<file path="src/rtl/return_addr_stack.sv">
// return_addr_stack
//   Speculative return-address stack for the fetch-stage-2 predecode.
//   Calls push callPC + INST_B and returns pop it. The top of stack is read
//   combinationally. One checkpoint {tos, count, topVal} is kept per CTI-queue
//   tag, and a mispredict restores it.
//
// Ports
//   clk            rising-edge clock
//   reset          synchronous, active-low reset
//   stall_i        front-end stall; freezes push/pop/checkpoint
//   push_i         call detected
//   callPC_i       PC of the call instruction
//   pop_i          return detected
//   ckptEn_i       save checkpoint this cycle
//   ckptTag_i      checkpoint slot to write
//   recover_i      mispredict recovery; wins over stall and push/pop
//   recoverTag_i   checkpoint slot to restore
//   addrRAS_CP_o   stack[tos], combinational
//   empty_o        count == 0
//   full_o         count == DEPTH
//   overflow_o     one-cycle pulse: push while full (oldest entry lost)
//   underflow_o    one-cycle pulse: pop while empty

module return_addr_stack #(
    parameter int DEPTH  = 16,
    parameter int PC_W   = 32,
    parameter int TAG_W  = 3,
    parameter int INST_B = 8
) (
    input  logic             clk,
    input  logic             reset,
    input  logic             stall_i,
    input  logic             push_i,
    input  logic [PC_W-1:0]  callPC_i,
    input  logic             pop_i,
    input  logic             ckptEn_i,
    input  logic [TAG_W-1:0] ckptTag_i,
    input  logic             recover_i,
    input  logic [TAG_W-1:0] recoverTag_i,
    output logic [PC_W-1:0]  addrRAS_CP_o,
    output logic             empty_o,
    output logic             full_o,
    output logic             overflow_o,
    output logic             underflow_o
);

    localparam int AW    = $clog2(DEPTH);
    localparam int NCKPT = 1 << TAG_W;

    logic [PC_W-1:0] stack     [DEPTH];
    logic [AW-1:0]   tos;
    logic [AW:0]     count;
    logic [AW-1:0]   ckptTos   [NCKPT];
    logic [AW:0]     ckptCount [NCKPT];
    logic [PC_W-1:0] ckptTop   [NCKPT];
    logic            overflowQ;
    logic            underflowQ;

    logic [AW-1:0]   nxtTos;
    logic [AW:0]     nxtCount;
    logic            wrEn;
    logic [AW-1:0]   wrAddr;
    logic [PC_W-1:0] wrData;
    logic            overflowNxt;
    logic            underflowNxt;
    logic            ckptWr;
    logic [PC_W-1:0] nxtTopVal;
    logic [PC_W-1:0] retAddr;
    logic            isFull;

    assign retAddr = callPC_i + PC_W'(INST_B);
    assign isFull  = (count == (AW+1)'(DEPTH));

    always_comb begin
        nxtTos       = tos;
        nxtCount     = count;
        wrEn         = 1'b0;
        wrAddr       = tos;
        wrData       = retAddr;
        overflowNxt  = 1'b0;
        underflowNxt = 1'b0;
        ckptWr       = 1'b0;

        if (recover_i) begin
            // Rewrite the checkpointed top entry: a wrong-path push may have
            // clobbered it even though tos itself is restored.
            nxtTos   = ckptTos[recoverTag_i];
            nxtCount = ckptCount[recoverTag_i];
            wrEn     = 1'b1;
            wrAddr   = ckptTos[recoverTag_i];
            wrData   = ckptTop[recoverTag_i];
        end else if (!stall_i) begin
            ckptWr = ckptEn_i;
            if (push_i && pop_i) begin
                // Return immediately followed by a call: replace top in place.
                wrEn     = 1'b1;
                wrAddr   = tos;
                nxtCount = (count == '0) ? (AW+1)'(1) : count;
            end else if (push_i) begin
                nxtTos = tos + 1'b1;
                wrEn   = 1'b1;
                wrAddr = tos + 1'b1;
                if (isFull) begin
                    overflowNxt = 1'b1;
                end else begin
                    nxtCount = count + 1'b1;
                end
            end else if (pop_i) begin
                if (count != '0) begin
                    nxtTos   = tos - 1'b1;
                    nxtCount = count - 1'b1;
                end else begin
                    underflowNxt = 1'b1;
                end
            end
        end
    end

    // Checkpoint captures the post-update top, including this cycle's write.
    assign nxtTopVal = (wrEn && (wrAddr == nxtTos)) ? wrData : stack[nxtTos];

    always_ff @(posedge clk) begin
        if (!reset) begin
            for (int i = 0; i < DEPTH; i++) begin
                stack[i] <= '0;
            end
            for (int i = 0; i < NCKPT; i++) begin
                ckptTos[i]   <= '0;
                ckptCount[i] <= '0;
                ckptTop[i]   <= '0;
            end
            tos        <= '0;
            count      <= '0;
            overflowQ  <= 1'b0;
            underflowQ <= 1'b0;
        end else begin
            if (wrEn) begin
                stack[wrAddr] <= wrData;
            end
            if (ckptWr) begin
                ckptTos[ckptTag_i]   <= nxtTos;
                ckptCount[ckptTag_i] <= nxtCount;
                ckptTop[ckptTag_i]   <= nxtTopVal;
            end
            tos        <= nxtTos;
            count      <= nxtCount;
            overflowQ  <= overflowNxt;
            underflowQ <= underflowNxt;
        end
    end

    assign addrRAS_CP_o = stack[tos];
    assign empty_o      = (count == '0);
    assign full_o       = isFull;
    assign overflow_o   = overflowQ;
    assign underflow_o  = underflowQ;

endmodule
</file>
<file path="config.mk">
export PLATFORM = sky130hd
export DESIGN_NAME = return_addr_stack
export DESIGN_NICKNAME = d
export VERILOG_FILES = /design/src/rtl/return_addr_stack.sv
export SDC_FILE = /design/constraint.sdc
export NUM_CORES = 2
export LEC_CHECK = 0
export ABC_AREA = 1
export CAP_MARGIN = 15
export CELL_PAD_IN_SITES_DETAIL_PLACEMENT = 2
export CELL_PAD_IN_SITES_GLOBAL_PLACEMENT = 2
export CORE_ASPECT_RATIO = 0.9
export CORE_MARGIN = 1
export CORE_UTILIZATION = 40
export DETAILED_ROUTE_END_ITERATION = 10
export PLACE_DENSITY = 0.82
export SYNTH_ARGS = -nofsm -noshare
export SYNTH_HDL_FRONTEND = slang
export SYNTH_SLANG_ARGS = --single-unit
</file>
<file path="constraint.sdc">
create_clock -name clk -period 4.3 [get_ports clk]
set_clock_uncertainty 0.1 [all_clocks]
set_input_delay 0.645 -clock clk [delete_from_list [all_inputs] [get_ports clk]]
set_output_delay 0.645 -clock clk [all_outputs]
set_load 0.05 [all_outputs]
</file>
==> results.json <==
{
  "startpoint_type": "flip-flop",
  "ys_async_sr_fraction_pct": 0,
  "drtPass1Iterations": 6,
  "seq_area_frac_synth_pct": 57.23,
  "cts_setup_buffers": 0,
  "root_buffer": "clkbuf_16",
  "fill_cells": 11473,
  "start_util_pct": 40.49,
  "grt_pass1_vias": 43943,
  "grt_max_degree": 125,
  "antenna_found_initial": 1,
  "dr.first_iter.drc_count": 4332,
  "grt_pass1_wl_um": 299700,
  "relSlewSlack_pct": 32.30,
  "die-area_mm2": 0.1125,
  "port_buffers": 80,
  "synth_area_leaders": "edfxtp_1 57%, nand3_1 9.1%, nor2_1 7.2%",
  "worstMarginPinSlew_ps": 1005,
  "end_kind": "output port",
  "rsz0062_at_grt": "false",
  "synth_top_area_cell": "edfxtp_1",
  "intPower_mw": 15.60,
  "numCtsBuffers": 97,
  "cts_tree": "yes",
  "finalHoldViolations": 0,
  "maxCapViolCount": 0,
  "crit_required_ps": 3560,
  "die_h_um": 318.3,
  "crit_fanout": 50,
  "hold_class": "input pin to flip-flop",
  "rows": 115,
  "grt_overflow": 0,
  "setup_violations": 0,
  "syn_nets": 4894,
  "p_leak_nw": 18.70,
  "drc": 0,
  "antennaDiodeCount": 0,
  "cts.clk_slew.worst_paths_ps": 60,
  "syn_inst": 4842,
  "clkPwrFrac_pct": 36.7,
  "period_share_pct": 95.86,
  "cts.sinks": 851,
  "switchingPower_mw": 7.218,
  "die_w_um": 353.4,
  "ys_warn_count": 0,
  "cts_resized": 0,
  "path_class": "flip-flop to output port",
  "tns_ps": 0,
  "core_area_mm2": 0.1098,
  "routabilityCongestion": 0.8381,
  "vdd_drop_max_mv": 0.3146,
  "fmax_mhz": 242.6,
  "synth_top_area_share_pct": 56.74,
  "ys_types": 46,
  "period_needed_ps": 4122,
  "ant_nets": 0,
  "synth_enable_flop_cells": 840,
  "cts.htree.levels": 3,
  "final_nets": 4839,
  "worstPathArrival_ps": 3380,
  "p_per_area_mw_per_mm2": 448.6,
  "io_pins": 81,
  "drt-total-wl_um": 205100,
  "syn_to_final_growth_pct": 14.38,
  "wl_per_cell_um": 32.41,
  "drv_slew": 0,
  "dpl_cell_area_mm2": 0.04777,
  "cts_buffer_depth": 3,
  "vias": 41136,
  "cts_hold_buf": 0,
  "viasPerCell": 6.501,
  "drive_gt1_share_pct": 10.58,
  "synth_seq_cells": 851,
  "avgSynthCellArea_um2": 9.181,
  "netlist_area_mm2": 0.04446,
  "hpwl_um": 118100,
  "seqPwrFrac_pct": 42.5,
  "finish.instance_area_mm2": 0.05085,
  "power_frac_comb_pct": 20.8,
  "clkLatencyLatePin_ps": 700,
  "status": "complete, no violations",
  "ys.flop_type": "edfxtp_1",
  "track_usage_pct": 35.93,
  "switching_share_pct": 31.64
}
path summary, 6_finish.rpt:
check / start / endpoint / slack [ps] / depth (start not counted)
worst min-delay path: reset / tos[0] / 430 / 4
worst max-delay path: tos[1] / addrRAS_CP_o[13] / 180 / 9
worst max register to register: count[0] / ckptTop[6][29] / 580 / 13
worst min register to register: count[4] / overflow_o / 550 / 2
layer usage:
metal	global-route usage (%)	part of all wire (%)	up-vias
met4	18.11	5.5	0
li1	-	-	17038
met2	59.13	47	2242
met1	45.69	38	21257
met5	0	0	-
met3	5.908	8.9	599
cell usage in the layout, fill, tap and decap left out, types with 26 or more instances in the layout:
cell type,count
clkbuf_16,101
clkbuf_1,30
o21ai_0,281
o221ai_1,55
inv_1,132
o22ai_1,56
nor2_1,847
nand2_1,666
a32o_1,29
nand2_2,44
buf_4,132
o2111ai_1,37
clkdlybuf4s50_1,43
nand3_1,804
buf_12,91
inv_2,32
a2111oi_0,26
a21oi_1,395
edfxtp_1,840
cell usage after synthesis, drive strengths merged (7+ instances only):
master and instances:
nor2 855, nand3 849, edfxtp 840, nand2 713, a21oi 397, o21ai 284
buf 240, clkbuf 183, inv 163, o22ai 56, o221ai 55, o2111ai 37
a32o 29, a2111oi 26, o211ai 20, or2 16, xor2 12, dfxtp 11
nor3 11, nand4 8, ha 7
area by class of cell:
type	count	area, µm²	share of cell area, %
clock inverter	45	409.1	0.8046
multi-input combinational	3401	16600	32.64
inverter	167	639.4	1.257
tap	1462	1829	3.597
sequential	851	25450	50.05
clock buffer	133	2668	5.246
timing repair buffer	269	3258	6.407
power by group through the flow:
stage	Clock (mW)	Sequential, mW	Combinational [mW]
2_1_floorplan	0	9.78	2.57
3_3_place_gp	0	9.82	4.49
3_5_place_dp	0	9.85	4.63
4_1_cts	8.42	9.68	4.68
5_1_grt	8.71	9.72	4.94
6_report	8.37	9.69	4.76
critical path, cell delays in order, from the launching register on:
cell,delay (ps)
dfxtp_2,600
inv_1,150
nor2_1,500
inv_2,140
buf_12,260
a21oi_1,170
o21ai_0,100
o2111ai_1,200
nand2_1,280
buf_12,230
logic make-up after synthesis:
group / Yosys count / share of synthesized area, %
flops: 851 / 57.23
buf+inv: 590 / 5.820
compound gates: 919 / 12.09
fa+ha+maj: 7 / 0.1970
xor+xnor: 17 / 0.3349
simple gates: 2458 / 24.32
flip-flops by register name (all words and copies together) (netlist names):
signal       cells
overflow_o       1
tos              4
underflow_o      1
ckptCount       40
stack          512
ckptTop        256
count            5
ckptTos         32
metrics by stage:
stage	utilization [%]	hold slack [ps]	power, mW	cells	worst slack, ps
CTS	46.32	386.2	22.78	6328	204.3
detailed placement	43.52	534.2	14.48	6150	118.7
global placement	43.52	521.4	14.31	6150	383.6
global route	46.32	424.8	23.36	6328	77.78
finish	46.32	426.8	22.81	6328	177.9
floorplan	-	404.3	12.35	4842	499.0
Power figures use the tool's default switching activity.
